[src/rtl/vlsu_txn_tracker.sv]
// ----------------------------------------------------------------------------
// vlsu_txn_tracker
//   Tracks in-flight AXI bursts issued by the vector load/store unit. Every
//   channel (0 = load/AR, 1 = store/AW) is independent. A channel:
//     - gates its address generator toward the AXI cut (full / drain stall),
//     - counts outstanding bursts,
//     - keeps a FIFO of "last burst of instruction" flags, so that the
//       completion of that burst raises a one-cycle insn_complete pulse,
//     - flags completions that arrive with nothing in flight (sticky err).
//
// Ports (per channel unless noted)
//   clk_i, rst_i         clock; synchronous active-high reset (shared)
//   req_valid_i/_last_i  burst request from the address generator
//   req_ready_o          burst accepted toward AXI
//   axi_valid_o/ready_i  AR/AW handshake toward the AXI cut
//   rsp_valid_i/ready_o  burst completion (last R beat / B response)
//   insn_complete_o      registered pulse: last burst of an instruction done
//   outstanding_o        in-flight count, channel c at [c*CntWidth +: CntWidth]
//   pending_o            registered: channel has bursts in flight
//   drain_i              blocks new issue on all channels (shared)
//   idle_o               registered: no channel has bursts in flight (shared)
//   err_o                sticky: completion seen with nothing in flight
// ----------------------------------------------------------------------------

// Per-channel tracker: counter, last-flag FIFO and handshake gating.
module vlsu_txn_chan #(
  parameter int MaxOutstanding = 8,
  parameter int CntWidth       = 4
) (
  input  logic                clk_i,
  input  logic                rst_i,
  input  logic                drain_i,
  input  logic                req_valid_i,
  input  logic                req_last_i,
  output logic                req_ready_o,
  output logic                axi_valid_o,
  input  logic                axi_ready_i,
  input  logic                rsp_valid_i,
  output logic                rsp_ready_o,
  output logic                insn_complete_o,
  output logic [CntWidth-1:0] cnt_o,
  output logic                pending_o,
  output logic                pend_nxt_o,
  output logic                err_o
);
  localparam int PtrW = $clog2(MaxOutstanding);

  logic [CntWidth-1:0]       r_cnt;
  logic [PtrW-1:0]           r_wptr, r_rptr;
  logic [MaxOutstanding-1:0] r_last;
  logic                      r_ic, r_pend, r_err;

  logic                w_full, w_empty, w_issue, w_accept;
  logic [CntWidth-1:0] w_cnt_nxt;

  assign w_full   = (r_cnt == CntWidth'(MaxOutstanding));
  assign w_empty  = (r_cnt == '0);

  assign axi_valid_o = req_valid_i & ~w_full & ~drain_i;
  assign req_ready_o = axi_ready_i & ~w_full & ~drain_i;
  assign rsp_ready_o = ~w_empty;

  assign w_issue  = axi_valid_o & axi_ready_i;
  assign w_accept = rsp_valid_i & rsp_ready_o;

  // Simultaneous issue and accept cancel. Issue is blocked when full and
  // accept when empty, so the counter stays in [0, MaxOutstanding].
  always_comb begin
    w_cnt_nxt = r_cnt;
    if (w_issue && !w_accept)      w_cnt_nxt = r_cnt + CntWidth'(1);
    else if (!w_issue && w_accept) w_cnt_nxt = r_cnt - CntWidth'(1);
  end

  always_ff @(posedge clk_i) begin
    if (rst_i) begin
      r_cnt  <= '0;
      r_wptr <= '0;
      r_rptr <= '0;
      r_ic   <= 1'b0;
      r_pend <= 1'b0;
      r_err  <= 1'b0;
    end else begin
      r_cnt  <= w_cnt_nxt;
      r_pend <= (w_cnt_nxt != '0);
      // Pointers are power-of-two wide, so natural overflow is the wrap.
      if (w_issue)  r_wptr <= r_wptr + PtrW'(1);
      if (w_accept) r_rptr <= r_rptr + PtrW'(1);
      r_ic <= w_accept & r_last[r_rptr];
      if (rsp_valid_i && w_empty) r_err <= 1'b1;
    end
  end

  // Flag storage needs no reset: entries are only read after being written.
  // Push and pop never target the same live entry (full blocks issue).
  always_ff @(posedge clk_i) begin
    if (w_issue) r_last[r_wptr] <= req_last_i;
  end

  assign insn_complete_o = r_ic;
  assign cnt_o           = r_cnt;
  assign pending_o       = r_pend;
  assign pend_nxt_o      = (w_cnt_nxt != '0);
  assign err_o           = r_err;
endmodule

module vlsu_txn_tracker #(
  parameter  int NrChannels     = 2,
  parameter  int MaxOutstanding = 8,
  localparam int CntWidth       = $clog2(MaxOutstanding + 1)
) (
  input  logic                           clk_i,
  input  logic                           rst_i,
  input  logic [NrChannels-1:0]          req_valid_i,
  input  logic [NrChannels-1:0]          req_last_i,
  output logic [NrChannels-1:0]          req_ready_o,
  output logic [NrChannels-1:0]          axi_valid_o,
  input  logic [NrChannels-1:0]          axi_ready_i,
  input  logic [NrChannels-1:0]          rsp_valid_i,
  output logic [NrChannels-1:0]          rsp_ready_o,
  output logic [NrChannels-1:0]          insn_complete_o,
  output logic [NrChannels*CntWidth-1:0] outstanding_o,
  output logic [NrChannels-1:0]          pending_o,
  input  logic                           drain_i,
  output logic                           idle_o,
  output logic [NrChannels-1:0]          err_o
);
  logic [NrChannels-1:0] w_pend_nxt;
  logic                  r_idle;

  for (genvar c = 0; c < NrChannels; c++) begin : g_chan
    vlsu_txn_chan #(
      .MaxOutstanding (MaxOutstanding),
      .CntWidth       (CntWidth)
    ) u_chan (
      .clk_i           (clk_i),
      .rst_i           (rst_i),
      .drain_i         (drain_i),
      .req_valid_i     (req_valid_i[c]),
      .req_last_i      (req_last_i[c]),
      .req_ready_o     (req_ready_o[c]),
      .axi_valid_o     (axi_valid_o[c]),
      .axi_ready_i     (axi_ready_i[c]),
      .rsp_valid_i     (rsp_valid_i[c]),
      .rsp_ready_o     (rsp_ready_o[c]),
      .insn_complete_o (insn_complete_o[c]),
      .cnt_o           (outstanding_o[c*CntWidth +: CntWidth]),
      .pending_o       (pending_o[c]),
      .pend_nxt_o      (w_pend_nxt[c]),
      .err_o           (err_o[c])
    );
  end

  // Registered from next-state counts so idle_o lines up with pending_o.
  always_ff @(posedge clk_i) begin
    if (rst_i) r_idle <= 1'b1;
    else       r_idle <= ~|w_pend_nxt;
  end

  assign idle_o = r_idle;
endmodule

[config.mk]
export PLATFORM = sky130hd
export DESIGN_NAME = vlsu_txn_tracker
export DESIGN_NICKNAME = d
export VERILOG_FILES = /design/src/rtl/vlsu_txn_tracker.sv
export SDC_FILE = /design/constraint.sdc
export NUM_CORES = 1
export LEC_CHECK = 0
export ABC_CLOCK_PERIOD_IN_PS = 2300
export CAP_MARGIN = 20
export CELL_PAD_IN_SITES_DETAIL_PLACEMENT = 1
export CELL_PAD_IN_SITES_GLOBAL_PLACEMENT = 2
export CORE_MARGIN = 2
export CORE_UTILIZATION = 34
export CTS_CLUSTER_DIAMETER = 120
export DETAILED_ROUTE_END_ITERATION = 6
export MAX_ROUTING_LAYER = met4
export PLACE_DENSITY = 0.89
export SKIP_CTS_REPAIR_TIMING = 1
export SYNTH_ARGS = -nofsm -noshare
export SYNTH_HDL_FRONTEND = slang
export SYNTH_SLANG_ARGS = --single-unit
[constraint.sdc]
create_clock -name clk_i -period 2.3 [get_ports clk_i]
set_input_delay 0.69 -clock clk_i [delete_from_list [all_inputs] [get_ports clk_i]]
set_output_delay 0.69 -clock clk_i [all_outputs]
set_load 0.005 [all_outputs]
==> results of run 1 <==
## per-stage QoR
step / area, um2 / utilization [%]
3_5_place_dp: 2610 / 43.8
3_3_place_gp: 2610 / 43.8
6_report: 2790 / 46.8
5_1_grt: 2790 / 46.8
2_1_floorplan: 2100 / -
4_1_cts: 2720 / 45.7
## worst max-delay path, delay by kind of cell
| kind | cells | cell delay (ps) |
|---|---|---|
| buf+inv | 2 | 670 |
| simple gates | 1 | 180 |
## how the worst max path moves through the flow
stage | start | endpoint | slack (ps) | cells past startpoint
after floorplan | g_chan[0].u_chan.cnt_o[0] | axi_valid_o[0] | 380 | 5
after global placement | drain_i | req_ready_o[0] | -390 | 3
after detailed placement | drain_i | axi_valid_o[1] | -430 | 4
after CTS | drain_i | axi_valid_o[1] | -430 | 4
after global routing | axi_ready_i[0] | idle_o | -6 | 8
final | req_valid_i[0] | axi_valid_o[0] | 60 | 3
## state kept, by name, indices dropped and copies added, names as in the netlist
name                           cells
g_chan.u_chan.r_last              16
g_chan.u_chan.err_o                2
g_chan.u_chan.pending_o            2
g_chan.u_chan.insn_complete_o      2
idle_o                             1
g_chan.u_chan.r_wptr               6
g_chan.u_chan.r_rptr               6
g_chan.u_chan.cnt_o                8
## where the power goes
group | switching [mW] | internal (mW) | leakage, nW
clock | 0.266 | 0.323 | 0.0581
sequential | 0.132 | 0.933 | 0.366
combinational | 0.637 | 0.863 | 0.704
## metal layers
layer	vias up	part of all wire, %	track usage (%)
met2	22	53	25.6
met4	0	1.3	4.43
li1	805	-	-
met3	6	3.2	3.59
met1	757	43	16.7
met5	-	0	-
## cell usage in the layout, fill, tap and decap left out, types with 5 or more instances in the layout
| cell type | synthesis | final |
|---|---|---|
| a21oi_1 | 6 | 6 |
| edfxtp_1 | 16 | 16 |
| nand2_1 | 20 | 20 |
| nand3_1 | 6 | 6 |
| nor3_1 | 11 | 11 |
| xnor2_1 | 5 | 5 |
| clkdlybuf4s50_1 | 0 | 24 |
| xor2_1 | 8 | 8 |
| ha_1 | 8 | 8 |
| dlymetal6s2s_1 | 0 | 6 |
| clkbuf_8 | 0 | 5 |
| inv_1 | 9 | 8 |
| nor2_1 | 28 | 28 |
| dfxtp_1 | 27 | 25 |
| buf_4 | 12 | 29 |
## final cells by class
cell class,instances,area (um2)
Clock buffer,5,68.8
Clock inverter,3,43.8
Fill cell,687,3170
Inverter,10,37.5
Multi-Input combinational cell,137,983
Sequential cell,43,1020
Tap cell,75,93.8
Timing Repair Buffer,60,538
## cell families after synthesis
group | synth area share [%]
simple gates | 20.2
flops | 48.5
buf+inv | 6.60
compound gates | 8.09
xor+xnor | 6.18
fa+ha+maj | 4.76
mux | 5.71
==> flow_results.xml, run 1 <==
<?xml version="1.0" encoding="UTF-8"?>
<metrics>
  <group name="outcome">
    <metric name="run_status" unit="">finished clean</metric>
  </group>
  <group name="worst_setup_path">
    <metric name="r2r-start" unit="">g_chan[0].u_chan.cnt_o[0]</metric>
    <metric name="worst-r2r-cell-count" unit="">10</metric>
    <metric name="cp_max_fo" unit="">3</metric>
    <metric name="critical-path-max-stage-delay" unit="ps">520</metric>
    <metric name="crit-reg2reg-capture" unit="">idle_o</metric>
    <metric name="worst_path_max_delay_cell" unit="">clkdlybuf4s50_1</metric>
    <metric name="r2r_setup_slack" unit="ps">190</metric>
    <metric name="timing.critical_path.arrival" unit="ps">1550</metric>
    <metric name="worst-setup-path-type" unit="">in -&gt; out</metric>
    <metric name="cp.required" unit="ps">1610</metric>
    <metric name="worstPathCellList" unit="">clkdlybuf4s50_1 -&gt; nor3b_2 -&gt; dlymetal6s2s_1</metric>
    <metric name="worst_setup_path_end_kind" unit="">output pin</metric>
    <metric name="worst_setup_path_start_kind" unit="">input port</metric>
  </group>
  <group name="pwr">
    <metric name="irDropWorstVdd" unit="mV">0.580</metric>
    <metric name="static-leakage-power" unit="nW">1.13</metric>
    <metric name="p_per_area" unit="nW/um2">1130</metric>
    <metric name="fin_total_pwr" unit="mW">3.15</metric>
  </group>
  <group name="floorplan">
    <metric name="die_area" unit="um2">6840</metric>
    <metric name="starting_density_of_the_core" unit="%">35.3</metric>
    <metric name="die_w" unit="um">82.7</metric>
    <metric name="core-area" unit="um2">5960</metric>
    <metric name="num_io_pins" unit="">32</metric>
    <metric name="die_h" unit="um">82.7</metric>
    <metric name="floorplan.rows" unit="">28</metric>
  </group>
  <group name="min_path">
    <metric name="min_to" unit="">g_chan[0].u_chan.err_o</metric>
    <metric name="timing.hold.worst.start" unit="">g_chan[0].u_chan.err_o</metric>
    <metric name="hold-path-cell-count" unit="">2</metric>
    <metric name="worst_hold_path_type" unit="">reg -&gt; reg</metric>
  </group>
  <group name="place">
    <metric name="dpl.cell_count" unit="">323</metric>
    <metric name="quantity_of_i_o_buffers_inserted_on_ports" unit="">31</metric>
    <metric name="detailedPlacementHpwl" unit="um">3310</metric>
    <metric name="preCtsSetupSlack" unit="ps">-435</metric>
    <metric name="gp_routability_congestion" unit="">0.766</metric>
  </group>
  <group name="yosys">
    <metric name="post_synth_edffs" unit="">16</metric>
    <metric name="post_syn_instances" unit="">205</metric>
    <metric name="synth_top_cells_by_count" unit="">nor2_1, dfxtp_1, nand2_1</metric>
    <metric name="ys.warnings.count" unit="">0</metric>
    <metric name="yosys_most_used_dff" unit="">dfxtp_1</metric>
    <metric name="synth_area_leader_cell" unit="">dfxtp_1</metric>
    <metric name="fraction_of_registers_with_async_set_reset" unit="%">0</metric>
    <metric name="synth.most_common_cell" unit="">nor2_1</metric>
    <metric name="synth_top_area_share" unit="%">25.7</metric>
    <metric name="syn_nets" unit="">224</metric>
    <metric name="synth_seq_area_share" unit="%">48.5</metric>
    <metric name="ys_seq_elements" unit="">43</metric>
    <metric name="synth_cell_types" unit="">41</metric>
    <metric name="synthTopCellsByArea" unit="">dfxtp_1, edfxtp_1, nor2_1</metric>
    <metric name="post_synth_instance_area" unit="um2">2100</metric>
    <metric name="synthesis.area_per_instance" unit="um2">10.3</metric>
  </group>
  <group name="clock_tree">
    <metric name="worstSkewPairLatency" unit="ps">300</metric>
    <metric name="cts_sinks" unit="">43</metric>
    <metric name="tritoncts" unit="">yes</metric>
    <metric name="htreeDepth" unit="">2</metric>
    <metric name="clock-root-buffer" unit="">clkbuf_8</metric>
    <metric name="cts.reportedPaths.clkPinSlew" unit="ps">90</metric>
    <metric name="tritoncts.num_buffers" unit="">5</metric>
    <metric name="cts-root-to-sink-buffers" unit="">2</metric>
  </group>
  <group name="routing">
    <metric name="detailroute.via_count" unit="">1590</metric>
    <metric name="drt_first_iter_violations" unit="">49</metric>
    <metric name="detail_route.vias_per_cell" unit="">4.77</metric>
    <metric name="postRouteAntennaNets" unit="">0</metric>
    <metric name="firstDrtPassIters" unit="">4</metric>
    <metric name="post-route-drc-count" unit="">0</metric>
    <metric name="final_wirelength" unit="um">4460</metric>
    <metric name="post_drt_wl_per_cell" unit="um">13.4</metric>
  </group>
  <group name="layout">
    <metric name="insertedDiodeCount" unit="">0</metric>
    <metric name="drive_above_1_share" unit="%">22.5</metric>
    <metric name="fin_cells" unit="">333</metric>
    <metric name="flow.area_growth_from_synthesis" unit="%">32.5</metric>
    <metric name="nets" unit="">276</metric>
  </group>
  <group name="global_routing">
    <metric name="first_global_vias" unit="">1592</metric>
    <metric name="antenna_found_initial" unit="">0</metric>
    <metric name="global_route_usage_over_all_layers" unit="%">14.7</metric>
    <metric name="grt_remaining_overflow" unit="">0</metric>
    <metric name="grt_pass1_wl" unit="um">7360</metric>
    <metric name="maximum_number_of_pins_on_one_net_before_global_route_repair" unit="">27</metric>
  </group>
  <group name="timing">
    <metric name="setup_violations" unit="">0</metric>
    <metric name="final-hold-violation-count" unit="">0</metric>
    <metric name="worst_hold_slack" unit="ps">491</metric>
    <metric name="final.setup.tns" unit="ps">0</metric>
    <metric name="final-max-slew-violation-count" unit="">0</metric>
    <metric name="timing.max_slew.rel_slack" unit="%">70.0</metric>
    <metric name="max_freq" unit="GHz">0.447</metric>
    <metric name="worst_slew_pin_slew" unit="ps">448</metric>
    <metric name="period_minus_slack" unit="ps">2240</metric>
    <metric name="period_share" unit="%">97.3</metric>
    <metric name="final.setup_skew" unit="ps">5.57</metric>
    <metric name="finalWorstSetupSlack" unit="ps">61.6</metric>
  </group>
  <group name="job">
    <metric name="max_cap_check_violation_count" unit="">0</metric>
  </group>
</metrics>
Note: power is estimated with default switching activity, not from simulation.
==> run 2: changes to the inputs <==
ABC_CLOCK_PERIOD_IN_PS = default   (was 2300)
==> results of run 2 <==
The final DEF is identical to that of run 1; final timing and power are the same.
==> patch: new RTL, settings of run 2 <==
Put a register stage on the output `err_o`, with the module's reset. The value now appears one clock later. The other outputs are not delayed to match.
--- a/src/rtl/vlsu_txn_tracker.sv
+++ b/src/rtl/vlsu_txn_tracker.sv
@@ -125,4 +125,6 @@
   output logic [NrChannels-1:0]          err_o
 );
+
+  logic [NrChannels-1:0] err_d;
   logic [NrChannels-1:0] w_pend_nxt;
   logic                  r_idle;
@@ -147,5 +149,5 @@
       .pending_o       (pending_o[c]),
       .pend_nxt_o      (w_pend_nxt[c]),
-      .err_o           (err_o[c])
+      .err_o           (err_d[c])
     );
   end
@@ -158,4 +160,12 @@
 
   assign idle_o = r_idle;
+  always_ff @(posedge clk_i) begin
+    if (rst_i) begin
+      err_o <= '0;
+    end else begin
+      err_o <= err_d;
+    end
+  end
+
 endmodule
 
Behaviour: not the same (Yosys sat finds a counterexample within 4 cycles, from zero or initial values and one cycle with rst_i high).
==> patch against run 2 <==
Combinational power increased by 6%; maximum frequency is 1.5% higher; critical endpoint is now req_ready_o[0]; die area up 3.6%; setup slack better by 0.033 ns; count of clock-buffer cells in the layout did not move; global-route usage increased by 0.32 points; sequential cell count grew 2; routed wire length rose by 7.3%; register-to-register slack improved by 0.04 ns; area after synthesis grew 3.8%; clock power fell by 13%; power rose by 1.2%; design area increased by 3.8%.
==> patch: results (changes against run 2) <==
stage,metric,value,unit,change
pwr,ir_drop,0.000506,V,-13%
setup_path,arrival,1.52,ns,-0.03 ns
global_routing,grt_start_max_net_pins,29,,+7.4%
synth,synthTopCellsByArea,"dfxtp_1 27%, edfxtp_1 22%, ha_1 4.6%, nor2_1 4.5%, mux4_2 4.1%",,
final_layout,drive_gt1_share,24.3,%,+1.8 points
global_routing,first_global_vias,1754,,+10%
min_path,holdPathStages,1,,-1
final_layout,largest_register_ffs,16,,unchanged
route,viasPerCell,4.77,,-0.20%
global_routing,antenna_found_initial,0,,unchanged
global_routing,track_usage,15.0,%,+0.32 points
final_layout,utilization,46.1,%,-0.70 points
placement,place_area,2750,um2,+5.4%
clock_tree,cts_buffer_depth,2,,unchanged
clock_tree,cts.root.buffer_cell,clkbuf_8,,
final_layout,fillers,720,,+4.8%
placement,dp.cells,338,,+4.6%
placement,place_hpwl,3.52,mm,+6.3%
synth,yosys_warnings,0,,unchanged
synth,synthAdderAreaFrac,4.58,%,-0.17 points
synth,synth_nets,229,,+2.2%
clock_tree,clkTransAtPathRegs,0.09,ns,about the same
synth,yosysSeqAreaShare,48.6,%,+0.054 points
synth,synthMuxAreaShare,5.96,%,+0.25 points
placement,routabilityCongestion,0.779,,+1.8%
setup_path,reg2reg_depth,11,,+1
synth,synth_commonest_cells,"29 x dfxtp_1, 26 x nor2_1, 22 x nand2_1",,
synth,synthArstFlopShare,0,%,unchanged
synth,synth_edf_count,16,,unchanged
setup_path,worst-path-max-fanout,3,,unchanged
synth,synthXorXnorAreaFrac,5.61,%,-0.57 points
clock_tree,cts-htree-levels,2,,unchanged
synth,synth.avg_cell_area,10.4,um2,+1.3%
final_layout,diodes,0,,unchanged
placement,port_buffers,31,,unchanged
pwr,p_leak,1.18,nW,+4.4%
synth,synth-compound-area-share,9.39,%,+1.3 points
placement,dpl_worst_slack,-0.496,ns,-0.0613 ns
synth,synth.distinct_cells,41,,unchanged
final_layout,layout.nets,290,,+5.1%
route,via_count,1663,,+4.6%
route,drt_iter0_markers,22,,-55%
route,wl_per_cell,13.7,um,+2.4%
status,status,finished clean,,
sta,relSlewSlack,74.1,%,+4.2 points
global_routing,grt_pass1_wl,8.25,mm,+12%
min_path,holdCritPathClass,reg2reg,,
sta,skew,0.00871,ns,+0.00313 ns
[patch: metal layers]
layer | GRT usage [%] | wire [um] | vias to the layer above
li1 | - | - | 849
met1 | 18.0 | 2110 | 773
met2 | 25.3 | 2420 | 33
met3 | 3.93 | 184 | 8
met4 | 3.52 | 63 | 0
met5 | - | 0 | -
[patch: cell families after synthesis]
logic type      after synthesis
buf+inv                      23
simple gates                 88
xor+xnor                     14
flops                        45
compound gates               24
fa+ha+maj                     8
mux                           8
[patch: power breakdown]
part           total (mW)  internal [mW]  switching, mW
sequential           1.09          0.973          0.117
combinational        1.59          0.907          0.684
clock               0.510          0.216          0.294
[patch: path summary, 6_finish.rpt]
path	startpoint	end	slack (ns)
min	g_chan[1].u_chan.err_o	err_o[1]	0.47
max reg2reg	g_chan[0].u_chan.cnt_o[0]	idle_o	0.23
min reg2reg	g_chan[1].u_chan.err_o	err_o[1]	0.47
max	g_chan[0].u_chan.cnt_o[0]	req_ready_o[0]	0.09
[patch: final cells by class]
cell class	count	share of cell area [%]
Sequential cell	45	36.7
Timing Repair Buffer	67	20.5
Clock buffer	5	2.38
Multi-Input combinational cell	142	35.0
Clock inverter	3	0.735
Tap cell	77	3.33
Inverter	10	1.30
[patch: worst max-delay path: stages (launching register included)]
cell and delay (ns):
dfxtp_1 0.34, inv_1 0.07, ha_1 0.21, and3b_2 0.24, nor3b_1 0.19, dlymetal6s2s_1 0.16
